**src/rtl/pixel_fetch_pipe_if.sv**
```systemverilog
`default_nettype none
// +----------------------------------------------------------------------------+
// | pixel_fetch_pipe_if                                                        |
// | Pixel request / RAM read / palette-index bundle for pixel_fetch_pipe.      |
// | Rev 1.0 - initial release                                                  |
// +----------------------------------------------------------------------------+
interface pixel_fetch_pipe_if #(
  parameter int X_W     = 10,
  parameter int Y_W     = 10,
  parameter int ADDR_W  = 20,
  parameter int COLOR_W = 4
);
  logic               pix_stb;
  logic [X_W-1:0]     DrawX;
  logic [Y_W-1:0]     DrawY;
  logic [ADDR_W-1:0]  mem_address_out;
  logic               mem_rd;
  logic [COLOR_W-1:0] mem_data_in;
  logic [COLOR_W-1:0] color_index;
  logic               color_valid;
  logic               frame_start;
`ifdef PIXEL_FETCH_FLASH_EN
  logic               flash_req;

  modport master (
    output pix_stb, DrawX, DrawY, mem_data_in, flash_req,
    input  mem_address_out, mem_rd, color_index, color_valid, frame_start
  );
  modport slave (
    input  pix_stb, DrawX, DrawY, mem_data_in, flash_req,
    output mem_address_out, mem_rd, color_index, color_valid, frame_start
  );
`else
  modport master (
    output pix_stb, DrawX, DrawY, mem_data_in,
    input  mem_address_out, mem_rd, color_index, color_valid, frame_start
  );
  modport slave (
    input  pix_stb, DrawX, DrawY, mem_data_in,
    output mem_address_out, mem_rd, color_index, color_valid, frame_start
  );
`endif
endinterface
`default_nettype wire

```
**src/rtl/pixel_fetch_pipe.sv**
```systemverilog
`default_nettype none
// +----------------------------------------------------------------------------+
// | pixel_fetch_pipe                                                           |
// | Maps DrawX/DrawY to an image-RAM address and returns a latency-aligned     |
// | palette index. Optional flash effect: define PIXEL_FETCH_FLASH_EN.         |
// | Rev 1.0 - initial release                                                  |
// +----------------------------------------------------------------------------+
module pixel_fetch_pipe #(
  parameter int X_W      = 10,
  parameter int Y_W      = 10,
  parameter int ADDR_W   = 20,
  parameter int COLOR_W  = 4,
  parameter int IMG_W    = 226,
  parameter int IMG_H    = 248,
  parameter int ORIGIN_X = 0,
  parameter int ORIGIN_Y = 0,
  parameter int SCALE_SH = 0,
  parameter int MEM_LAT  = 1,
  parameter int BG_INDEX = 0
`ifdef PIXEL_FETCH_FLASH_EN
  ,
  parameter int FLASH_IDX    = 1,
  parameter int FLASH_ALT    = 15,
  parameter int FLASH_FRAMES = 15
`endif
) (
  input wire                CLK,
  input wire                RESET,
  pixel_fetch_pipe_if.slave bus
);

  localparam logic [X_W:0]        C_ORG_X   = (X_W+1)'(ORIGIN_X);
  localparam logic [Y_W:0]        C_ORG_Y   = (Y_W+1)'(ORIGIN_Y);
  localparam logic [X_W:0]        C_IMG_W   = (X_W+1)'(IMG_W);
  localparam logic [Y_W:0]        C_IMG_H   = (Y_W+1)'(IMG_H);
  localparam logic [ADDR_W-1:0]   C_IMG_W_A = ADDR_W'(IMG_W);
  localparam logic [COLOR_W-1:0]  C_BG      = COLOR_W'(BG_INDEX);

  if (longint'(IMG_W) * longint'(IMG_H) > (longint'(1) << ADDR_W)) begin : g_addr_overflow
    $error("pixel_fetch_pipe: IMG_W*IMG_H exceeds 2**ADDR_W");
  end
  if (SCALE_SH < 0 || SCALE_SH > 3) begin : g_bad_scale
    $error("pixel_fetch_pipe: SCALE_SH must be 0..3");
  end
  if (MEM_LAT < 1 || MEM_LAT > 4) begin : g_bad_lat
    $error("pixel_fetch_pipe: MEM_LAT must be 1..4");
  end

  logic [X_W:0]        w_rx, w_col;
  logic [Y_W:0]        w_ry, w_row;
  logic                w_in_img, w_is_origin;
  logic [ADDR_W-1:0]   w_row_mul, w_row_base_next, w_addr;
  logic [ADDR_W-1:0]   r_addr, r_row_base;
  logic                r_rd;
  logic [Y_W-1:0]      r_last_y;
  logic [MEM_LAT:0]    r_dl_v, r_dl_in, r_dl_org;
  logic [COLOR_W-1:0]  w_base_idx, w_out_idx, r_ci;
  logic                r_cv, r_fs;

  // Offsets are one bit wider than the coordinates so the MSB acts as a sign.
  assign w_rx        = {1'b0, bus.DrawX} - C_ORG_X;
  assign w_ry        = {1'b0, bus.DrawY} - C_ORG_Y;
  assign w_col       = w_rx >> SCALE_SH;
  assign w_row       = w_ry >> SCALE_SH;
  assign w_in_img    = ~w_rx[X_W] & ~w_ry[Y_W] & (w_col < C_IMG_W) & (w_row < C_IMG_H);
  assign w_is_origin = (bus.DrawX == '0) && (bus.DrawY == '0);

  // The multiply result is only taken when the row changes; otherwise the cached base is reused.
  assign w_row_mul       = ADDR_W'(w_row) * C_IMG_W_A;
  assign w_row_base_next = (bus.DrawY != r_last_y) ? w_row_mul : r_row_base;
  assign w_addr          = w_row_base_next + ADDR_W'(w_col);

  always_ff @(posedge CLK or posedge RESET) begin
    if (RESET) begin
      r_addr     <= '0;
      r_rd       <= 1'b0;
      r_row_base <= '0;
      r_last_y   <= '1;
    end else begin
      r_rd <= bus.pix_stb & w_in_img;
      if (bus.pix_stb) begin
        r_row_base <= w_row_base_next;
        r_last_y   <= bus.DrawY;
        if (w_in_img) begin
          r_addr <= w_addr;
        end
      end
    end
  end

  always_ff @(posedge CLK or posedge RESET) begin
    if (RESET) begin
      r_dl_v   <= '0;
      r_dl_in  <= '0;
      r_dl_org <= '0;
    end else begin
      r_dl_v   <= {r_dl_v[MEM_LAT-1:0],   bus.pix_stb};
      r_dl_in  <= {r_dl_in[MEM_LAT-1:0],  w_in_img};
      r_dl_org <= {r_dl_org[MEM_LAT-1:0], w_is_origin};
    end
  end

  assign w_base_idx = r_dl_in[MEM_LAT] ? bus.mem_data_in : C_BG;

`ifdef PIXEL_FETCH_FLASH_EN
  localparam int                  CNT_W       = (FLASH_FRAMES > 1) ? $clog2(FLASH_FRAMES) : 1;
  localparam logic [CNT_W-1:0]    C_CNT_LAST  = CNT_W'(FLASH_FRAMES - 1);
  localparam logic [COLOR_W-1:0]  C_FLASH_IDX = COLOR_W'(FLASH_IDX);
  localparam logic [COLOR_W-1:0]  C_FLASH_ALT = COLOR_W'(FLASH_ALT);

  if (FLASH_FRAMES < 1) begin : g_bad_frames
    $error("pixel_fetch_pipe: FLASH_FRAMES must be >= 1");
  end

  logic [CNT_W-1:0] r_cnt, w_cnt_nxt;
  logic             r_phase, w_phase_nxt, w_origin_evt;

  // The origin pixel leaving the delay line is the frame_start being issued this edge,
  // so the whole new frame (including its first pixel) sees the updated phase.
  assign w_origin_evt = r_dl_v[MEM_LAT] & r_dl_org[MEM_LAT];

  always_comb begin
    w_cnt_nxt   = r_cnt;
    w_phase_nxt = r_phase;
    if (!bus.flash_req) begin
      w_cnt_nxt   = '0;
      w_phase_nxt = 1'b0;
    end else if (w_origin_evt) begin
      if (r_cnt == C_CNT_LAST) begin
        w_cnt_nxt   = '0;
        w_phase_nxt = ~r_phase;
      end else begin
        w_cnt_nxt = r_cnt + CNT_W'(1);
      end
    end
  end

  always_ff @(posedge CLK or posedge RESET) begin
    if (RESET) begin
      r_cnt   <= '0;
      r_phase <= 1'b0;
    end else begin
      r_cnt   <= w_cnt_nxt;
      r_phase <= w_phase_nxt;
    end
  end

  assign w_out_idx = (w_phase_nxt && (w_base_idx == C_FLASH_IDX)) ? C_FLASH_ALT : w_base_idx;
`else
  assign w_out_idx = w_base_idx;
`endif

  always_ff @(posedge CLK or posedge RESET) begin
    if (RESET) begin
      r_ci <= '0;
      r_cv <= 1'b0;
      r_fs <= 1'b0;
    end else begin
      r_cv <= r_dl_v[MEM_LAT];
      r_fs <= r_dl_v[MEM_LAT] & r_dl_org[MEM_LAT];
      if (r_dl_v[MEM_LAT]) begin
        r_ci <= w_out_idx;
      end
    end
  end

  assign bus.mem_address_out = r_addr;
  assign bus.mem_rd          = r_rd;
  assign bus.color_index     = r_ci;
  assign bus.color_valid     = r_cv;
  assign bus.frame_start     = r_fs;

endmodule
`default_nettype wire
```
**src/flat_wrapper.sv**
```systemverilog
// flat-port wrapper written by rule: the top's interface ports become plain ports
module pixel_fetch_pipe_flat 
#(
  parameter int X_W      = 10,
  parameter int Y_W      = 10,
  parameter int ADDR_W   = 20,
  parameter int COLOR_W  = 4,
  parameter int IMG_W    = 226,
  parameter int IMG_H    = 248,
  parameter int ORIGIN_X = 0,
  parameter int ORIGIN_Y = 0,
  parameter int SCALE_SH = 0,
  parameter int MEM_LAT  = 1,
  parameter int BG_INDEX = 0

)
  (CLK, RESET, bus_pix_stb, bus_DrawX, bus_DrawY, bus_mem_data_in, bus_mem_address_out, bus_mem_rd, bus_color_index, bus_color_valid, bus_frame_start);
  pixel_fetch_pipe_if #(.X_W(X_W), .Y_W(Y_W), .ADDR_W(ADDR_W), .COLOR_W(COLOR_W)) bus_i ();
  input wire CLK;
  input wire RESET;
  input wire logic [$bits(bus_i.pix_stb)-1:0] bus_pix_stb;
  input wire logic [$bits(bus_i.DrawX)-1:0] bus_DrawX;
  input wire logic [$bits(bus_i.DrawY)-1:0] bus_DrawY;
  input wire logic [$bits(bus_i.mem_data_in)-1:0] bus_mem_data_in;
  output wire logic [$bits(bus_i.mem_address_out)-1:0] bus_mem_address_out;
  output wire logic [$bits(bus_i.mem_rd)-1:0] bus_mem_rd;
  output wire logic [$bits(bus_i.color_index)-1:0] bus_color_index;
  output wire logic [$bits(bus_i.color_valid)-1:0] bus_color_valid;
  output wire logic [$bits(bus_i.frame_start)-1:0] bus_frame_start;
  assign bus_i.pix_stb = bus_pix_stb;
  assign bus_i.DrawX = bus_DrawX;
  assign bus_i.DrawY = bus_DrawY;
  assign bus_i.mem_data_in = bus_mem_data_in;
  assign bus_mem_address_out = bus_i.mem_address_out;
  assign bus_mem_rd = bus_i.mem_rd;
  assign bus_color_index = bus_i.color_index;
  assign bus_color_valid = bus_i.color_valid;
  assign bus_frame_start = bus_i.frame_start;
  pixel_fetch_pipe #(.X_W(X_W), .Y_W(Y_W), .ADDR_W(ADDR_W), .COLOR_W(COLOR_W), .IMG_W(IMG_W), .IMG_H(IMG_H), .ORIGIN_X(ORIGIN_X), .ORIGIN_Y(ORIGIN_Y), .SCALE_SH(SCALE_SH), .MEM_LAT(MEM_LAT), .BG_INDEX(BG_INDEX)) u_core (.CLK(CLK), .RESET(RESET), .bus(bus_i));
endmodule
```
**config.mk**
```make
export PLATFORM = sky130hd
export DESIGN_NAME = pixel_fetch_pipe_flat
export DESIGN_NICKNAME = d
export VERILOG_FILES = /design/src/rtl/pixel_fetch_pipe_if.sv /design/src/rtl/pixel_fetch_pipe.sv /design/src/flat_wrapper.sv
export SDC_FILE = /design/constraint.sdc
export NUM_CORES = 1
export LEC_CHECK = 0
export ABC_AREA = 0
export BUFFER_PORTS_ARGS = -buffer_cell sky130_fd_sc_hd__buf_2
export CORE_AREA = 2 2 123 101
export CTS_BUF_LIST = sky130_fd_sc_hd__clkbuf_16
export DETAILED_ROUTE_END_ITERATION = 7
export DIE_AREA = 0 0 125 103
export SLEW_MARGIN = 20
export SYNTH_ARGS = -nofsm -noshare
export SYNTH_HDL_FRONTEND = slang
export SYNTH_SLANG_ARGS = --single-unit
export TNS_END_PERCENT = 30
```
**constraint.sdc**
```tcl
create_clock -name CLK -period 4.4 [get_ports CLK]
set_input_delay 0.66 -clock CLK [delete_from_list [all_inputs] [get_ports CLK]]
set_output_delay 0.66 -clock CLK [all_outputs]
set_load 0.005 [all_outputs]
```
==> results_dict.tcl <==
set metrics [dict create \
    core_um2 11800 \
    synth_top_area_frac 0.2887 \
    fin_skew_ns 0.004519 \
    fin_crit_ns 4.243 \
    crit_type "in2reg" \
    cp_max_fo 6 \
    synth_cell_type_count 58 \
    synth_cells 464 \
    yosysWarnings 0 \
    max_stage_delay_ns 0.52 \
    die_width_um 125 \
    fp-row-count 36 \
    timing.fmax_ghz 0.2357 \
    cpLargestDelayFamily "adder cells" \
    drcViolationCount 0 \
    dominantRegCellSynth "dfrtp_1" \
    r2r_start "u_core.r_last_y[3]$_DFFE_PP1P_" \
    synth-edff-count 0 \
    vias 3578 \
    drtIter0Drc 152 \
    ant_nets 0 \
    finalNonFillerCells 722 \
    drive_gt1_frac 0.3018 \
    synth-seq-cells 63 \
    first_pass_iters 4 \
    antenna_found_initial 0 \
    crit_required_ns 4.61 \
    rr_worst_depth 17 \
    grt_pass1_vias 3525 \
    cpMostUsedCell "fa_1" \
    start_util 0.3892 \
    synthTopCellsByCount "ha_1 (59), nand2_1 (58), dfrtp_1 (53), o21ai_0 (36), inv_1 (34)" \
    slowest_stage "fa_1" \
    fp.dieArea_um2 12880 \
    setup.worst_path.start "bus_DrawY[3]" \
    cp.buffers_inverters 4 \
    wl_um 9988 \
    grt_pass1_wl_um 16690 \
    cellPowerDensity_nw_per_um2 536.5 \
    hold_path_class "reg2reg" \
    cts-root-buf "clkbuf_16" \
    status "completed" \
    maxCapViolations 0 \
    arrival_ns 4.45 \
    place.gp.congestion 0.8161 \
    worstMarginPinSlew_ns 0.9198 \
    min_to "u_core.r_dl_in[1]$_DFF_PP0_" \
    fin_crit_sh 0.9642 \
    cts_tree "yes" \
    async_flop_share 1.000 \
    n_antenna_cell 0 \
    area_growth_pct 25.20 \
    r2r_slack_ns 0.58 \
    yosys-top-cells-area "dfrtp_1 (29%), ha_1 (16%), dfstp_2 (5.7%), fa_1 (5.7%), mux2_2 (5.1%)" \
    hold_depth 0 \
    hp-start "u_core.r_dl_in[0]$_DFF_PP0_" \
    clk_path_buf_depth 2 \
    yosysTopAreaCell "dfrtp_1" \
    wl_per_cell_um 13.83 \
    grt_usage 0.1608 \
    p_leak_nw 2.850 \
    die_height_um 103 \
    place_inst 704 \
    slew_headroom 0.3853 \
    syn_nets 563 \
    hold_viol_final 0 \
    finalPower_mw 3.085 \
    ys_seq_area_frac 0.3460 \
    overflow 0 \
    cts_sinks 63 \
    fill_cells 1114 \
    synth.most_common_cell "ha_1" \
    path_cells "clkbuf_4 > inv_2 > fa_1 > inv_1 > ha_1 > ha_2 > fa_1 > ha_4 > o21ai_1 > buf_4 > or3b_1 > nand3_2 > nand2_2 > o41a_1 > nor2_4 > o2111ai_2 > xor2_1 > o211ai_2" \
    viasPerCell 4.956 \
    worstSetupStartpointType "primary input" \
    port_buffers 53 \
    nNetsFinal 664 \
    multi_input_area_um2 2908 \
    setup_viol 0 \
    endpoint_kind "flop" \
    slew_viol_final 0 \
    crit-reg2reg-capture "u_core.bus.mem_address_out[11]$_DFFE_PP0P_" \
    cts_max_level 3 \
    numCtsBuffers 9 \
    grt_max_degree 34 \
    clk_latency_ns 0.33 \
    seqCellArea_um2 1589 \
    synth.cell_area_um2 4593 \
    path_clk_slew_ns 0.05 \
    synth.avg_cell_area_um2 9.899 \
    io_pins 54 \
    place_hpwl_um 7787 \
    rsz0062_at_grt "true" \
    ir_worst_vdd_mv 0.2311 \
]
-- report_power, final --
part / total, mW / leakage (nW) / internal (mW) / switching, mW
combinational: 1.59 / 1.93 / 0.836 / 0.751
sequential: 0.804 / 0.780 / 0.720 / 0.0835
clock: 0.694 / 0.139 / 0.433 / 0.262
-- state kept, by name (all words and copies together) (netlist names) --
register,flops
u_core.r_last_y,10
u_core.bus.color_valid,1
u_core.bus.frame_start,1
u_core.bus.mem_rd,1
u_core.bus.color_index,4
u_core.bus.mem_address_out,20
u_core.r_dl_in,2
u_core.r_row_base,20
u_core.r_dl_org,2
u_core.r_dl_v,2
-- cells in the final DEF (no fill, tap or decap), types with 4 or more instances in the layout --
| cell | instances |
|---|---|
| nand4_1 | 5 |
| dfstp_2 | 10 |
| clkbuf_16 | 9 |
| nor2_1 | 13 |
| xor2_1 | 26 |
| xnor2_1 | 15 |
| and2_1 | 5 |
| fa_1 | 13 |
| dfrtp_1 | 53 |
| o21ai_0 | 36 |
| ha_4 | 5 |
| mux2_2 | 20 |
| mux2i_1 | 4 |
| a21oi_1 | 12 |
| ha_1 | 53 |
| nand2_1 | 58 |
| buf_2 | 52 |
| nor2b_1 | 4 |
| inv_1 | 31 |
| a21o_1 | 9 |
| buf_4 | 50 |
| nand2b_1 | 5 |
| nand3_1 | 11 |
| o21ai_1 | 6 |
-- worst max path at each step --
stage	to	slack (ns)	depth (start not counted)
after floorplan	u_core.bus.mem_address_out[18]$_DFFE_PP0P_	-0.001	19
after global placement	u_core.bus.mem_address_out[18]$_DFFE_PP0P_	-0.22	19
after detailed placement	u_core.bus.mem_address_out[18]$_DFFE_PP0P_	-0.36	19
after CTS	u_core.bus.mem_address_out[18]$_DFFE_PP0P_	0.01	18
after global routing	u_core.bus.mem_address_out[13]$_DFFE_PP0P_	0.002	20
final	u_core.bus.mem_address_out[18]$_DFFE_PP0P_	0.16	18
-- worst reg2reg max path: cells and delay by family (launching register included) --
kind	cells	cell delay (ns)
AO/OA/AOI/OAI	6	1.37
XOR/XNOR	2	0.31
adder cells (fa/ha/maj)	1	0.34
buffers and inverters	3	0.68
flip-flops	1	0.53
multiplexers	1	0.09
AND/OR/NAND/NOR	4	0.42
-- area by class of cell --
cell class,instances,share of cell area
timing repair buffer,103,0.1118
sequential,63,0.2763
clock inverter,7,0.01110
inverter,35,0.02285
multi-input combinational,353,0.5057
clock buffer,9,0.03916
tap,152,0.03307
-- cells by family (layout without fill, tap and decap cells) --
logic type	after synthesis	count (layout)	synth area share
and+or+nand+nor	126	126	0.1343
adders and majority gates	72	72	0.2174
DFF	63	63	0.3460
xor gates and xnor gates	41	41	0.07818
AOI/OAI and AO/OA	89	89	0.1226
buffers and inverters	48	154	0.04140
muxes	25	25	0.06020
-- timing repair --
| action | in CTS | in global routing |
|---|---|---|
| hold buffers | 0 | 0 |
| setup buffers | 2 | 0 |
| setup endpoints to repair | 1 | 10 |
| cloned | 0 | 0 |
| pin swaps | 5 | 8 |
| gates resized for setup | 3 | 8 |
-- per-stage QoR --
stage | cell area, µm² | setup slack, ns | util | hold WS (ns) | TNS (ns)
after floorplan | 4638 | -0.001470 | - | 0.3312 | -0.001470
after global placement | 5395 | -0.2201 | 0.4572 | 0.3322 | -1.389
after detailed placement | 5395 | -0.3563 | 0.4572 | 0.3355 | -2.365
after CTS | 5715 | 0.01182 | 0.4843 | 0.3467 | 0
after global routing | 5751 | 0.001601 | 0.4873 | 0.3529 | 0
final | 5751 | 0.1575 | 0.4873 | 0.3457 | 0
-- per-layer routing --
| metal | routed length (µm) | track usage | vias to the layer above |
|---|---|---|---|
| met4 | 178 | 0.05385 | 0 |
| met1 | 4952 | 0.2145 | 1703 |
| met2 | 4408 | 0.2596 | 54 |
| met3 | 449 | 0.03944 | 13 |
| li1 | - | - | 1808 |
| met5 | 0 | 0 | - |
Power figures use the tool's default switching activity.
